**src/rtl/huffman_pkg.sv**
```systemverilog
// Shared Huffman link constants: word width, symbol->code table, encoder FSM states.
// Codes are stored left-aligned in MAX_CODE_LEN bits, so the decoder LUT can share this table.
package huffman_pkg;

   localparam int WORD_W       = 10;
   localparam int MAX_CODE_LEN = 6;
   localparam int BUF_W        = 16;

   // Index is the symbol. A length of 0 marks an unmapped symbol (11 and 13).
   localparam logic [MAX_CODE_LEN-1:0] CODE_TABLE [16] = '{
      6'b100000,  // 0  : 1
      6'b010000,  // 1  : 0100
      6'b010100,  // 2  : 0101
      6'b011000,  // 3  : 011000
      6'b011001,  // 4  : 011001
      6'b001000,  // 5  : 0010
      6'b001100,  // 6  : 0011
      6'b011010,  // 7  : 01101
      6'b000110,  // 8  : 000110
      6'b011100,  // 9  : 0111
      6'b000000,  // 10 : 0000
      6'b000000,  // 11 : unmapped
      6'b000111,  // 12 : 000111
      6'b000000,  // 13 : unmapped
      6'b000100,  // 14 : 000100
      6'b000101   // 15 : 000101
   };

   localparam logic [2:0] LEN_TABLE [16] = '{
      3'd1, 3'd4, 3'd4, 3'd6, 3'd6, 3'd4, 3'd4, 3'd5,
      3'd6, 3'd4, 3'd4, 3'd0, 3'd6, 3'd0, 3'd6, 3'd6
   };

   typedef enum logic [1:0] {
      RUN,
      FLUSH,
      DONE
   } state_t;

endpackage

```
**src/rtl/huffman_encoder_if.sv**
```systemverilog
// Symbol input, flush control and packed-word output of the Huffman encoder.
// master = symbol source / word sink, slave = encoder.
interface huffman_encoder_if;

   logic [3:0]                     sym_in;
   logic                           sym_valid;
   logic                           sym_ready;
   logic                           flush;
   logic                           flush_done;
   logic [huffman_pkg::WORD_W-1:0] enc_data;
   logic                           enc_valid;
   logic                           enc_ready;
   logic                           err_sym;

   modport master (
      output sym_in, sym_valid, flush, enc_ready,
      input  sym_ready, flush_done, enc_data, enc_valid, err_sym
   );

   modport slave (
      input  sym_in, sym_valid, flush, enc_ready,
      output sym_ready, flush_done, enc_data, enc_valid, err_sym
   );

endinterface

```
**src/rtl/huffman_code_lut.sv**
```systemverilog
// Combinational symbol -> left-aligned code / length lookup; valid is low for unmapped symbols.
module huffman_code_lut
   import huffman_pkg::*;
(
   input  logic [3:0]              sym,
   output logic [MAX_CODE_LEN-1:0] code,
   output logic [2:0]              len,
   output logic                    valid
);

   assign code  = CODE_TABLE[sym];
   assign len   = LEN_TABLE[sym];
   assign valid = (LEN_TABLE[sym] != 3'd0);

endmodule

```
**src/rtl/huffman_encoder.sv**
```systemverilog
// Huffman encoder: packs variable-length codes MSB-first into 10-bit words, with explicit flush.
// Optional symbol/bit statistics counters are enabled by defining HUFF_ENC_STATS_EN.
module huffman_encoder
   import huffman_pkg::*;
#(
   parameter logic PAD_BIT = 1'b0
) (
   input  logic             clk,
   input  logic             rst,
   huffman_encoder_if.slave bus
`ifdef HUFF_ENC_STATS_EN
   ,
   output logic [15:0]      sym_count,
   output logic [19:0]      bit_count
`endif
);

   localparam logic [4:0] WORD_FILL = 5'(WORD_W);

   state_t              state, state_nxt;
   logic [BUF_W-1:0]    bit_buf, bit_buf_nxt;
   logic [4:0]          fill, fill_nxt;
   logic [WORD_W-1:0]   enc_data_q, enc_data_nxt;
   logic                enc_valid_q, enc_valid_nxt;
   logic                sym_ready_q, sym_ready_nxt;
   logic                err_sym_q, err_sym_nxt;

   logic [MAX_CODE_LEN-1:0] lut_code;
   logic [2:0]              lut_len;
   logic                    lut_valid;
   logic                    accept;
   logic                    out_free;
   logic [BUF_W-1:0]        keep_mask;
   logic [WORD_W-1:0]       pad_word;

   huffman_code_lut u_lut (
      .sym   (bus.sym_in),
      .code  (lut_code),
      .len   (lut_len),
      .valid (lut_valid)
   );

   assign accept   = bus.sym_valid && sym_ready_q;
   assign out_free = !enc_valid_q || bus.enc_ready;

   // Unused low bits of bit_buf are always zero, so padding only has to OR in PAD_BIT.
   assign keep_mask = ~({BUF_W{1'b1}} >> fill);
   assign pad_word  = bit_buf[BUF_W-1 -: WORD_W]
                    | ({WORD_W{PAD_BIT}} & ~keep_mask[BUF_W-1 -: WORD_W]);

   // NOTE: every output of this block gets a default first, so no latch is inferred.
   always_comb begin
      state_nxt     = state;
      bit_buf_nxt   = bit_buf;
      fill_nxt      = fill;
      enc_data_nxt  = enc_data_q;
      enc_valid_nxt = enc_valid_q;
      err_sym_nxt   = 1'b0;

      if (enc_valid_q && bus.enc_ready) enc_valid_nxt = 1'b0;

      // sym_ready implies fill<10, so accept and drain never collide.
      if (accept) begin
         if (lut_valid) begin
            bit_buf_nxt = bit_buf | ({lut_code, 10'b0} >> fill);
            fill_nxt    = fill + 5'(lut_len);
         end else begin
            err_sym_nxt = 1'b1;
         end
      end else if (fill >= WORD_FILL && out_free) begin
         enc_data_nxt  = bit_buf[BUF_W-1 -: WORD_W];
         enc_valid_nxt = 1'b1;
         bit_buf_nxt   = bit_buf << WORD_W;
         fill_nxt      = fill - WORD_FILL;
      end

      case (state)
         RUN: begin
            if (bus.flush) state_nxt = FLUSH;
         end
         FLUSH: begin
            if (fill == 5'd0) begin
               state_nxt = DONE;
            end else if (fill < WORD_FILL && out_free) begin
               enc_data_nxt  = pad_word;
               enc_valid_nxt = 1'b1;
               bit_buf_nxt   = '0;
               fill_nxt      = 5'd0;
               state_nxt     = DONE;
            end
         end
         DONE: begin
            state_nxt = RUN;
         end
         default: begin
            state_nxt = RUN;
         end
      endcase

      sym_ready_nxt = (state_nxt == RUN) && (fill_nxt < WORD_FILL);
   end

   // NOTE: sequential state uses non-blocking assignments only; the bit buffer is reset
   // too because a mid-stream reset must discard every buffered bit.
   always_ff @(posedge clk) begin
      if (!rst) begin
         state       <= RUN;
         bit_buf     <= '0;
         fill        <= 5'd0;
         enc_data_q  <= '0;
         enc_valid_q <= 1'b0;
         sym_ready_q <= 1'b0;
         err_sym_q   <= 1'b0;
      end else begin
         state       <= state_nxt;
         bit_buf     <= bit_buf_nxt;
         fill        <= fill_nxt;
         enc_data_q  <= enc_data_nxt;
         enc_valid_q <= enc_valid_nxt;
         sym_ready_q <= sym_ready_nxt;
         err_sym_q   <= err_sym_nxt;
      end
   end

   assign bus.enc_data   = enc_data_q;
   assign bus.enc_valid  = enc_valid_q;
   assign bus.sym_ready  = sym_ready_q;
   assign bus.err_sym    = err_sym_q;
   assign bus.flush_done = (state == DONE);

`ifdef HUFF_ENC_STATS_EN
   // Counters wrap naturally and survive flush; only reset clears them.
   always_ff @(posedge clk) begin
      if (!rst) begin
         sym_count <= '0;
         bit_count <= '0;
      end else if (accept) begin
         sym_count <= sym_count + 16'd1;
         if (lut_valid) bit_count <= bit_count + 20'(lut_len);
      end
   end
`endif

endmodule

```
**src/flat_wrapper.sv**
```systemverilog
// flat-port wrapper written by rule: the top's interface ports become plain ports
module huffman_encoder_flat import huffman_pkg::*;
#(
   parameter logic PAD_BIT = 1'b0
)
  (clk, rst, bus_sym_in, bus_sym_valid, bus_flush, bus_enc_ready, bus_sym_ready, bus_flush_done, bus_enc_data, bus_enc_valid, bus_err_sym);
  huffman_encoder_if bus_i ();
  input  logic clk;
  input  logic rst;
  input wire logic [$bits(bus_i.sym_in)-1:0] bus_sym_in;
  input wire logic [$bits(bus_i.sym_valid)-1:0] bus_sym_valid;
  input wire logic [$bits(bus_i.flush)-1:0] bus_flush;
  input wire logic [$bits(bus_i.enc_ready)-1:0] bus_enc_ready;
  output wire logic [$bits(bus_i.sym_ready)-1:0] bus_sym_ready;
  output wire logic [$bits(bus_i.flush_done)-1:0] bus_flush_done;
  output wire logic [$bits(bus_i.enc_data)-1:0] bus_enc_data;
  output wire logic [$bits(bus_i.enc_valid)-1:0] bus_enc_valid;
  output wire logic [$bits(bus_i.err_sym)-1:0] bus_err_sym;
  assign bus_i.sym_in = bus_sym_in;
  assign bus_i.sym_valid = bus_sym_valid;
  assign bus_i.flush = bus_flush;
  assign bus_i.enc_ready = bus_enc_ready;
  assign bus_sym_ready = bus_i.sym_ready;
  assign bus_flush_done = bus_i.flush_done;
  assign bus_enc_data = bus_i.enc_data;
  assign bus_enc_valid = bus_i.enc_valid;
  assign bus_err_sym = bus_i.err_sym;
  huffman_encoder #(.PAD_BIT(PAD_BIT)) u_core (.clk(clk), .rst(rst), .bus(bus_i));
endmodule
```
**config.mk**
```make
export PLATFORM = sky130hd
export DESIGN_NAME = huffman_encoder_flat
export DESIGN_NICKNAME = d
export VERILOG_FILES = /design/src/rtl/huffman_pkg.sv /design/src/rtl/huffman_encoder_if.sv /design/src/rtl/huffman_code_lut.sv /design/src/rtl/huffman_encoder.sv /design/src/flat_wrapper.sv
export SDC_FILE = /design/constraint.sdc
export NUM_CORES = 1
export LEC_CHECK = 0
export ABC_AREA = 1
export BUFFER_PORTS_ARGS = -buffer_cell sky130_fd_sc_hd__buf_2
export CAP_MARGIN = 20
export CORE_ASPECT_RATIO = 1.5
export CORE_MARGIN = 5
export CORE_UTILIZATION = 40
export CTS_BUF_LIST = sky130_fd_sc_hd__clkbuf_2 sky130_fd_sc_hd__clkbuf_4 sky130_fd_sc_hd__clkbuf_8
export CTS_CLUSTER_DIAMETER = 40
export DETAILED_ROUTE_END_ITERATION = 6
export PLACE_DENSITY = 0.56
export SLEW_MARGIN = 30
export SYNTH_ARGS = -nofsm -noshare
export SYNTH_HDL_FRONTEND = slang
export SYNTH_SLANG_ARGS = --single-unit
```
**constraint.sdc**
```tcl
create_clock -name clk -period 2.4 [get_ports clk]
set_clock_uncertainty 0.1 [all_clocks]
set_input_delay 0.36 -clock clk [delete_from_list [all_inputs] [get_ports clk]]
set_output_delay 0.36 -clock clk [all_outputs]
set_load 0.005 [all_outputs]
```
==> run metrics <==
crit end category register; setup violators final 0; Final Hold Viols 0; asr flop ratio synth 0%; clk_lat worst skew between 200 and 300 ps; Peak VDD IR 340 uV; Post-Layout Inst Area 0.00276 mm^2; Final Util 48.5%; leakage 1.35 nW; Setup WS post-layout 272 ps; Simple-Gate Fraction of Synth Area 42.1%; max cap viols 0; vias in the first global route 2,144; DRT iter0 DRCs 174; Synth Flop Type dfxtp_1; multiplexer share of the synthesized area 0%; # H-tree levels 2; I/O Pins 23; GR Util All Layers 16.3%; drt first pass iters 4; Max clock buf depth 2; Starting Density 40.6%; FF-to-FF Start u_core.fill[0]$_SDFF_PN0_; Design Power 2.80 mW; core area 0.00570 mm^2; # hold bufs at CTS 0; diodes inserted 0; setup repair after global routing missed its margin false; Post-CTS Setup Inserts 0; die width 72.1 um; Sink Count 36; initial antenna violation count 0; routed vias ~2.3k; status finished clean; power density cells about 1000 mW/mm^2; largest family of logic cells by synthesized area simple AND/OR/NAND/NOR gates; placed cell areas between 0.002 and 0.003 mm^2; CTS tree done; die area 0.00745 mm^2; Post-CTS Resized 0; achievable frequency ~470 MHz; Place WS -42.6 ps; # port buffers 22; antenna-violating nets left 0; Syn Std Cell Area 0.00232 mm^2; worst endpoint required time 2530 ps; R2R setup slack 330 ps; GPL Wtd Cong between 0.8 and 0.9; layout overhead on the synthesized area 19.2%; # rows 34; Arr. time, crit path 2260 ps; min-delay worst type primary input to register; routed len/inst ~12 um; crit path launch type primary input; Vias per Instance 4.89; post-synthesis cell count 358; Synth Area in Adders a little under 7%; share of cells above drive strength 1 20.2%; number of CTS-inserted buffers 5; die height 103 um; Clock Tree Root clkbuf_8; CP Class primary input to register; Synth Register Bits 36; Hold Slack 295 ps; Final Max Slew Viols 0; largest net degree at the start of global routing 15; Crit Path Max Fanout 3; Final Cycle Share 88.6%; register clock-pin slew on the reported worst setup and hold paths 80 ps; DRT Wirelength 5650 um; Synth Area in XOR/XNOR 1.13%; hold path startpoint bus_enc_ready; count of nets after finishing approximately 420; Syn. warnings 0; worst setup path startpoint bus_sym_in[0]; global-route wire length before repair 9570 um; Residual DRC 0; dpl hpwl ~4500 um; number of synthesized flops with an enable pin 0; min Tclk post-route 2130 ps; Mapped Avg Cell Area 6.47 um^2; Congestion Overflow GR 0; Net Count, Synth between 300 and 400; Rel. slew slack 69.4%; Synth cell types 31; Least-Margin Pin Slew 458 ps; Synth Area in Compound Gates 10.4%; FILL cells 634; register area share after synthesis about 31%
-- area by class of cell --
| type | instances | area, um^2 | area share, % |
|---|---|---|---|
| clock buffer | 5 | 68.8 | 2.49 |
| clock inverter | 3 | 90.1 | 3.26 |
| inverter | 35 | 131 | 4.76 |
| multi-input combinational | 276 | 1400 | 50.7 |
| sequential | 36 | 721 | 26.1 |
| tap | 72 | 90.1 | 3.26 |
| timing repair buffer | 42 | 260 | 9.42 |
-- report_power, final --
group / total (mW) / internal, mW / switching, mW
clock: 0.744 / 0.520 / 0.224
sequential: 0.813 / 0.731 / 0.0819
combinational: 1.25 / 0.452 / 0.794
total: 2.80 / 1.70 / 1.10
-- through the flow --
step / instances / TNS (ps)
after detailed placement: 461 / -42.6
after CTS: 469 / 0
after global routing: 469 / 0
final: 469 / 0
after floorplan: 358 / 0
after global placement: 461 / 0
-- synth_stat cells, drive strengths merged, types with 4 or more instances --
| library cell | number | area, um^2 |
|---|---|---|
| a21oi | 20 | 111 |
| buf | 6 | 45.0 |
| clkbuf | 5 | 18.8 |
| dfxtp | 36 | 721 |
| ha | 11 | 138 |
| inv | 34 | 128 |
| nand2 | 111 | 434 |
| nand3 | 41 | 235 |
| nand4 | 7 | 50.1 |
| nor2 | 51 | 216 |
| nor3 | 4 | 20.0 |
| o21ai | 19 | 95.1 |
-- registers in the layout, indices dropped and copies added, names as in the netlist --
| name | flops |
|---|---|
| u_core.bit_buf | 16 |
| u_core.bus.enc_data | 10 |
| u_core.fill | 5 |
| u_core.state | 2 |
| u_core.bus.enc_valid | 1 |
| u_core.bus.err_sym | 1 |
| u_core.bus.sym_ready | 1 |
-- path summary, 6_finish.rpt --
check             depth (start not counted)                               to
setup / recovery                         16  u_core.bus.sym_ready$_SDFF_PN0_
hold / removal                            4  u_core.bus.enc_valid$_SDFF_PN0_
setup reg to reg                         11  u_core.bus.sym_ready$_SDFF_PN0_
hold reg to reg                           2     u_core.bit_buf[9]$_SDFF_PN0_
-- cells in the final DEF (no fill, tap or decap), types with 3 or more instances in the layout --
master / instances
buf_4: 20
nand2_1: 104
a21oi_2: 3
nor2_2: 4
a21oi_1: 17
ha_1: 11
xor2_1: 3
o21ai_1: 8
nor3_1: 4
nand4_1: 6
nor2_1: 45
o211ai_1: 3
buf_2: 22
nand3_1: 38
clkbuf_8: 5
o21ai_0: 11
inv_2: 9
bufinv_16: 3
inv_1: 25
dfxtp_1: 36
nand2_2: 7
-- worst max-delay path, cell delays in order --
cell     delay [ps]
buf_2           100
inv_1            50
ha_1            230
nand2_2          90
nand2_2          60
ha_1            230
fa_1            430
nand2_1          80
a21oi_1          70
xor2_1          140
nand2_1          60
nand2_1          60
nand2_1          50
nand3_1          90
nand2_1          70
a21oi_2          90
-- routing by layer --
layer	share of wire [%]	vias to the layer above	global-route usage, %
met3	2.8	8	2.13
li1	-	1226	-
met2	53	36	30.6
met5	0	-	0
met1	42	1022	17.9
met4	2.3	0	7.38
-- kinds of logic (layout without fill, tap and decap cells) --
| group | after synthesis | in the layout |
|---|---|---|
| XOR/XNOR | 3 | 3 |
| AND/OR/NAND/NOR | 217 | 217 |
| flip-flops | 36 | 36 |
| buffers and inverters | 46 | 85 |
| adder cells (fa/ha/maj) | 12 | 12 |
| AO/OA/AOI/OAI | 44 | 44 |
No activity file was read; power rests on OpenSTA's default activity.
